**src/rtl/des_key_sched.sv**
```systemverilog
// DES key-schedule sequencer: captures PC-1(key) on accept,
// then issues the permuted key with a round index on 16 enabled beats.
module des_key_sched #(
  parameter int CHECK_PARITY = 1
) (
  input  logic        clk_in,
  input  logic        rst_in,
  input  logic [63:0] key_in,
  input  logic        decrypt_in,
  input  logic        key_in_valid,
  output logic        key_in_ready,
  input  logic        hold_in,
  output logic [55:0] sub_key_out,
  output logic [3:0]  sub_key_idx_out,
  output logic        sub_key_out_valid,
  output logic        last_out,
  output logic        parity_err_out
);

  typedef enum logic {
    IDLE = 1'b0,
    RUN  = 1'b1
  } state_e;

  // FIPS 46-3 PC-1, entry i feeds output bit i+1
  localparam logic [5:0] PC1 [56] = '{
    6'd57, 6'd49, 6'd41, 6'd33, 6'd25, 6'd17, 6'd9,
    6'd1,  6'd58, 6'd50, 6'd42, 6'd34, 6'd26, 6'd18,
    6'd10, 6'd2,  6'd59, 6'd51, 6'd43, 6'd35, 6'd27,
    6'd19, 6'd11, 6'd3,  6'd60, 6'd52, 6'd44, 6'd36,
    6'd63, 6'd55, 6'd47, 6'd39, 6'd31, 6'd23, 6'd15,
    6'd7,  6'd62, 6'd54, 6'd46, 6'd38, 6'd30, 6'd22,
    6'd14, 6'd6,  6'd61, 6'd53, 6'd45, 6'd37, 6'd29,
    6'd21, 6'd13, 6'd5,  6'd28, 6'd20, 6'd12, 6'd4
  };

  state_e      state_q, state_d;
  logic [3:0]  cnt_q, cnt_d;
  logic        dec_q, dec_d;
  logic [55:0] key_q, key_d;
  logic        perr_q, perr_d;
  logic [3:0]  idx_q, idx_d;
  logic        vld_q, vld_d;
  logic        last_q, last_d;

  logic [55:0] pc1;
  logic        par_bad;
  logic [5:0]  sel;
  logic [7:0]  byte_v;

  always_comb begin
    pc1 = '0;
    sel = '0;
    for (int i = 0; i < 56; i++) begin
      // 64 - n, taken modulo 64
      sel = 6'd0 - PC1[i];
      pc1[6'(55 - i)] = key_in[sel];
    end
  end

  always_comb begin
    par_bad = 1'b0;
    byte_v  = '0;
    for (int b = 0; b < 8; b++) begin
      byte_v  = 8'(key_in >> (8 * b));
      par_bad = par_bad | ~(^byte_v);
    end
  end

  assign key_in_ready = (state_q == IDLE);

  always_comb begin
    state_d = state_q;
    cnt_d   = cnt_q;
    dec_d   = dec_q;
    key_d   = key_q;
    perr_d  = perr_q;
    idx_d   = idx_q;
    vld_d   = 1'b0;
    last_d  = 1'b0;
    unique case (state_q)
      IDLE: begin
        if (key_in_valid) begin
          key_d   = pc1;
          dec_d   = decrypt_in;
          perr_d  = par_bad && (CHECK_PARITY != 0);
          cnt_d   = '0;
          state_d = RUN;
        end
      end
      RUN: begin
        if (!hold_in) begin
          vld_d = 1'b1;
          idx_d = dec_q ? (4'd15 - cnt_q) : cnt_q;
          cnt_d = cnt_q + 4'd1;
          if (cnt_q == 4'd15) begin
            last_d  = 1'b1;
            state_d = IDLE;
          end
        end
      end
      default: state_d = IDLE;
    endcase
  end

  always_ff @(posedge clk_in) begin
    if (rst_in) begin
      state_q <= IDLE;
      cnt_q   <= '0;
      dec_q   <= 1'b0;
      key_q   <= '0;
      perr_q  <= 1'b0;
      idx_q   <= '0;
      vld_q   <= 1'b0;
      last_q  <= 1'b0;
    end else begin
      state_q <= state_d;
      cnt_q   <= cnt_d;
      dec_q   <= dec_d;
      key_q   <= key_d;
      perr_q  <= perr_d;
      idx_q   <= idx_d;
      vld_q   <= vld_d;
      last_q  <= last_d;
    end
  end

  assign sub_key_out       = key_q;
  assign sub_key_idx_out   = idx_q;
  assign sub_key_out_valid = vld_q;
  assign last_out          = last_q;
  assign parity_err_out    = perr_q;

endmodule
```
**config.mk**
```make
export PLATFORM = sky130hd
export DESIGN_NAME = des_key_sched
export DESIGN_NICKNAME = d
export VERILOG_FILES = /design/src/rtl/des_key_sched.sv
export SDC_FILE = /design/constraint.sdc
export NUM_CORES = 1
export LEC_CHECK = 0
export CAP_MARGIN = 10
export CORE_UTILIZATION = 38
export CTS_CLUSTER_DIAMETER = 30
export DETAILED_ROUTE_END_ITERATION = 8
export PLACE_DENSITY = 0.77
export SYNTH_ARGS = -nofsm -noshare
export SYNTH_HDL_FRONTEND = slang
export SYNTH_SLANG_ARGS = --single-unit
export TNS_END_PERCENT = 30
```
**constraint.sdc**
```tcl
create_clock -name clk_in -period 1.5 [get_ports clk_in]
set_clock_uncertainty 0.05 [all_clocks]
set_input_delay 0.3 -clock clk_in [delete_from_list [all_inputs] [get_ports clk_in]]
set_output_delay 0.3 -clock clk_in [all_outputs]
set_load 0.02 [all_outputs]
```
==> metrics.md <==
| Metric | Value |
|---|---|
| Finished Layout Cells | `475` |
| Buffers on Ports | `around 110` |
| CTS Sinks | `45` |
| Grt ovf | `0` |
| CP max FO | `13` |
| 1st-pass router iterations | `4` |
| Setup violators final | `0` |
| Cts bufs inserted | `5` |
| Post-Route WL | `6420 um` |
| Syn Inst Count | `279` |
| Dpl ws | `-0.543 ns` |
| CTS H-Tree Depth | `2` |
| Starting Density | `0.406` |
| Fraction of layout cells with a size suffix above 1 | `0.141` |
| Antenna Nets Post-Route | `0` |
| Sequential share of the synthesized area | `0.393` |
| Critical path endpoint category | `flop` |
| CP Class | `in2reg` |
| Die width | `around 80 um` |
| Global-route wire length before repair | `about 9500 um` |
| Clk root buf | `clkbuf_8` |
| # IOs | `~130` |
| Top-area cell type share of the netlist area | `0.393` |
| Core Util, Final | `0.686` |
| N_diodes | `0` |
| Worst Slack Setup Final | `around 0.059 ns` |
| Placed cells | `around 470` |
| Post-CTS Hold Fix Bufs | `0` |
| Routed met2 length | `3260 um` |
| Max Cap Viol | `0` |
| Netlist cell types | `26` |
| Drt via density | `about 4.6` |
| Largest cells by area after synthesis | `dfxtp_1, xnor2_1, nand2_1, buf_4, a21oi_1` |
| Number of global-route vias before repair | `between 2000 and 2500` |
| Die Height | `~80 um` |
| Area of the multi-input gates | `between 0.001 and 0.0015 mm^2` |
| Count leader, synth | `nand2_1` |
| Residual DRC | `0` |
| CP arrival | `between 1.5 and 2 ns` |
| RePlAce Congestion | `0.752` |
| FF+latch area | `902 um^2` |
| Cell taking the most area after synthesis | `dfxtp_1` |
| Worst hold path class | `in2reg` |
| Setup TNS | `0 ns` |
| Total GRT Usage | `0.193` |
| Final nets | `about 470` |
| Total power draw | `3.14 mW` |
| Largest net degree at the start of global routing | `24` |
| DRC marker count from the first detailed-route iteration | `64` |
| Reg clk slew, reported paths | `~0.09 ns` |
| Post-synth ARST share | `0` |
| YS warnings | `0` |
| DP Wirelength | `between 4000 and 5000 um` |
| P_leak | `just over 2 nW` |
| Worst VDD drop | `roughly 0.64 mV` |
| Main synth FF type | `dfxtp_1` |
| CP startpoint kind | `input port` |
| Pwr dens | `roughly 810 mW/mm^2` |
| Met3 wire length | `~520 um` |
| Synth Register Bits | `45` |
| Crit path required time | `roughly 1.7 ns` |
| Hold slack | `0.246 ns` |
| Final max-slew violation count | `0` |
| Post-CTS setup buffer count | `0` |
| Number of synthesized flops with an enable pin | `0` |
| Synthesized area | `~0.0023 mm^2` |
| Routed vias | `around 2200` |
| # fillers | `470` |
| Placed Area | `~0.0035 mm^2` |
| Synth cell count leaders | `nand2_1, xnor2_1, dfxtp_1` |
| Syn_area_per_cell | `between 8 and 9 um^2` |
| Final critical-path required period | `~1.4 ns` |
| Core Region | `between 0.005 and 0.006 mm^2` |
| Layout area overhead | `69.1%` |
| Avg WL per Cell | `about 14 um` |
| Skew-Pair Late Insertion Delay | `0.29 ns` |
| CTS tree | `yes` |
| Final hold vios | `0` |
| Floorplan row count | `27` |
| Fmax | `just under 0.7 GHz` |
| Wl on met1 | `around 2500 um` |
| Top layer used by detailed routing | `met4` |
| Maximum clock path buffer count | `2` |
| Die footprint | `0.00634 mm^2` |
| Status | `finished, final reports clean` |
| Final period util | `0.960` |
| Final instance area | `just under 0.004 mm^2` |
| Initial antenna violation count | `0` |
## report_power, final
part	total, mW	leakage [nW]	switching, mW	internal (mW)
registers	1.29	0.369	0.0348	1.26
logic	1.06	1.63	0.510	0.553
clock network	0.789	0.0512	0.415	0.374
## worst paths after layout
check	start	endpoint	slack, ns	cells after the start
worst max-delay path	key_in_valid	sub_key_out[20]$_SDFFE_PP0P_	0.06	5
worst min-delay path	key_in[17]	sub_key_out[25]$_SDFFE_PP0P_	0.25	3
worst max register to register	state_q$_SDFF_PP0_	sub_key_out[20]$_SDFFE_PP0P_	0.24	4
worst min register to register	sub_key_out[14]$_SDFFE_PP0P_	sub_key_out[14]$_SDFFE_PP0P_	0.40	2
## metal layers
metal | global-route usage | up-vias
met3 | 0.0480 | 10
li1 | - | 1088
met4 | 0.0564 | 0
met2 | 0.336 | 94
met1 | 0.234 | 974
met5 | 0 | -
## registers in the layout, summed over array words and instances, names as in the netlist
register / count
sub_key_out: 32
cnt_q: 4
sub_key_idx_out: 4
dec_q: 1
last_out: 1
parity_err_out: 1
state_q: 1
sub_key_out_valid: 1
## cells by family (layout without fill, tap and decap cells)
logic type	count (synthesis)	in the layout	share of synthesized area
and+or+nand+nor	88	88	0.154
xor gates and xnor gates	60	60	0.230
AOI/OAI and AO/OA	45	45	0.109
DFF	45	45	0.393
buffers and inverters	39	140	0.107
adders and majority gates	1	1	0.00546
other	1	24	0.00164
## layout by cell type (no fill, tap or decap), types with 4 or more instances in the layout
master           Yosys  layout
nor2_1              13      13
clkbuf_8             0       6
a21oi_1             35      35
dfxtp_1             45      44
xnor2_2              0      16
a211oi_1             4       4
buf_4               24      22
xnor2_1             55      36
nand2_1             67      67
clkdlybuf4s50_1      0      20
dlymetal6s2s_1       0      47
dlygate4sd2_1        0      40
conb_1               1      24
## area by class of cell
| type | instances | share of cell area |
|---|---|---|
| Tap cell | 72 | 0.0233 |
| Multi-Input combinational cell | 218 | 0.375 |
| Clock buffer | 6 | 0.0213 |
| Clock inverter | 2 | 0.00356 |
| Timing Repair Buffer | 131 | 0.343 |
| Sequential cell | 45 | 0.233 |
| Inverter | 1 | 0.000970 |
## worst max-delay path, cell delays in order
cell and delay (ns):
clkdlybuf4s50_1 0.48, nor2b_2 0.32, buf_4 0.26, nand2_1 0.07
a21oi_1 0.17
## timing repair
action	in CTS	in global routing
endpoints found under the setup margin	41	2
resized for setup	43	74
pin swaps	1	37
(Power assumes the default switching activity.)
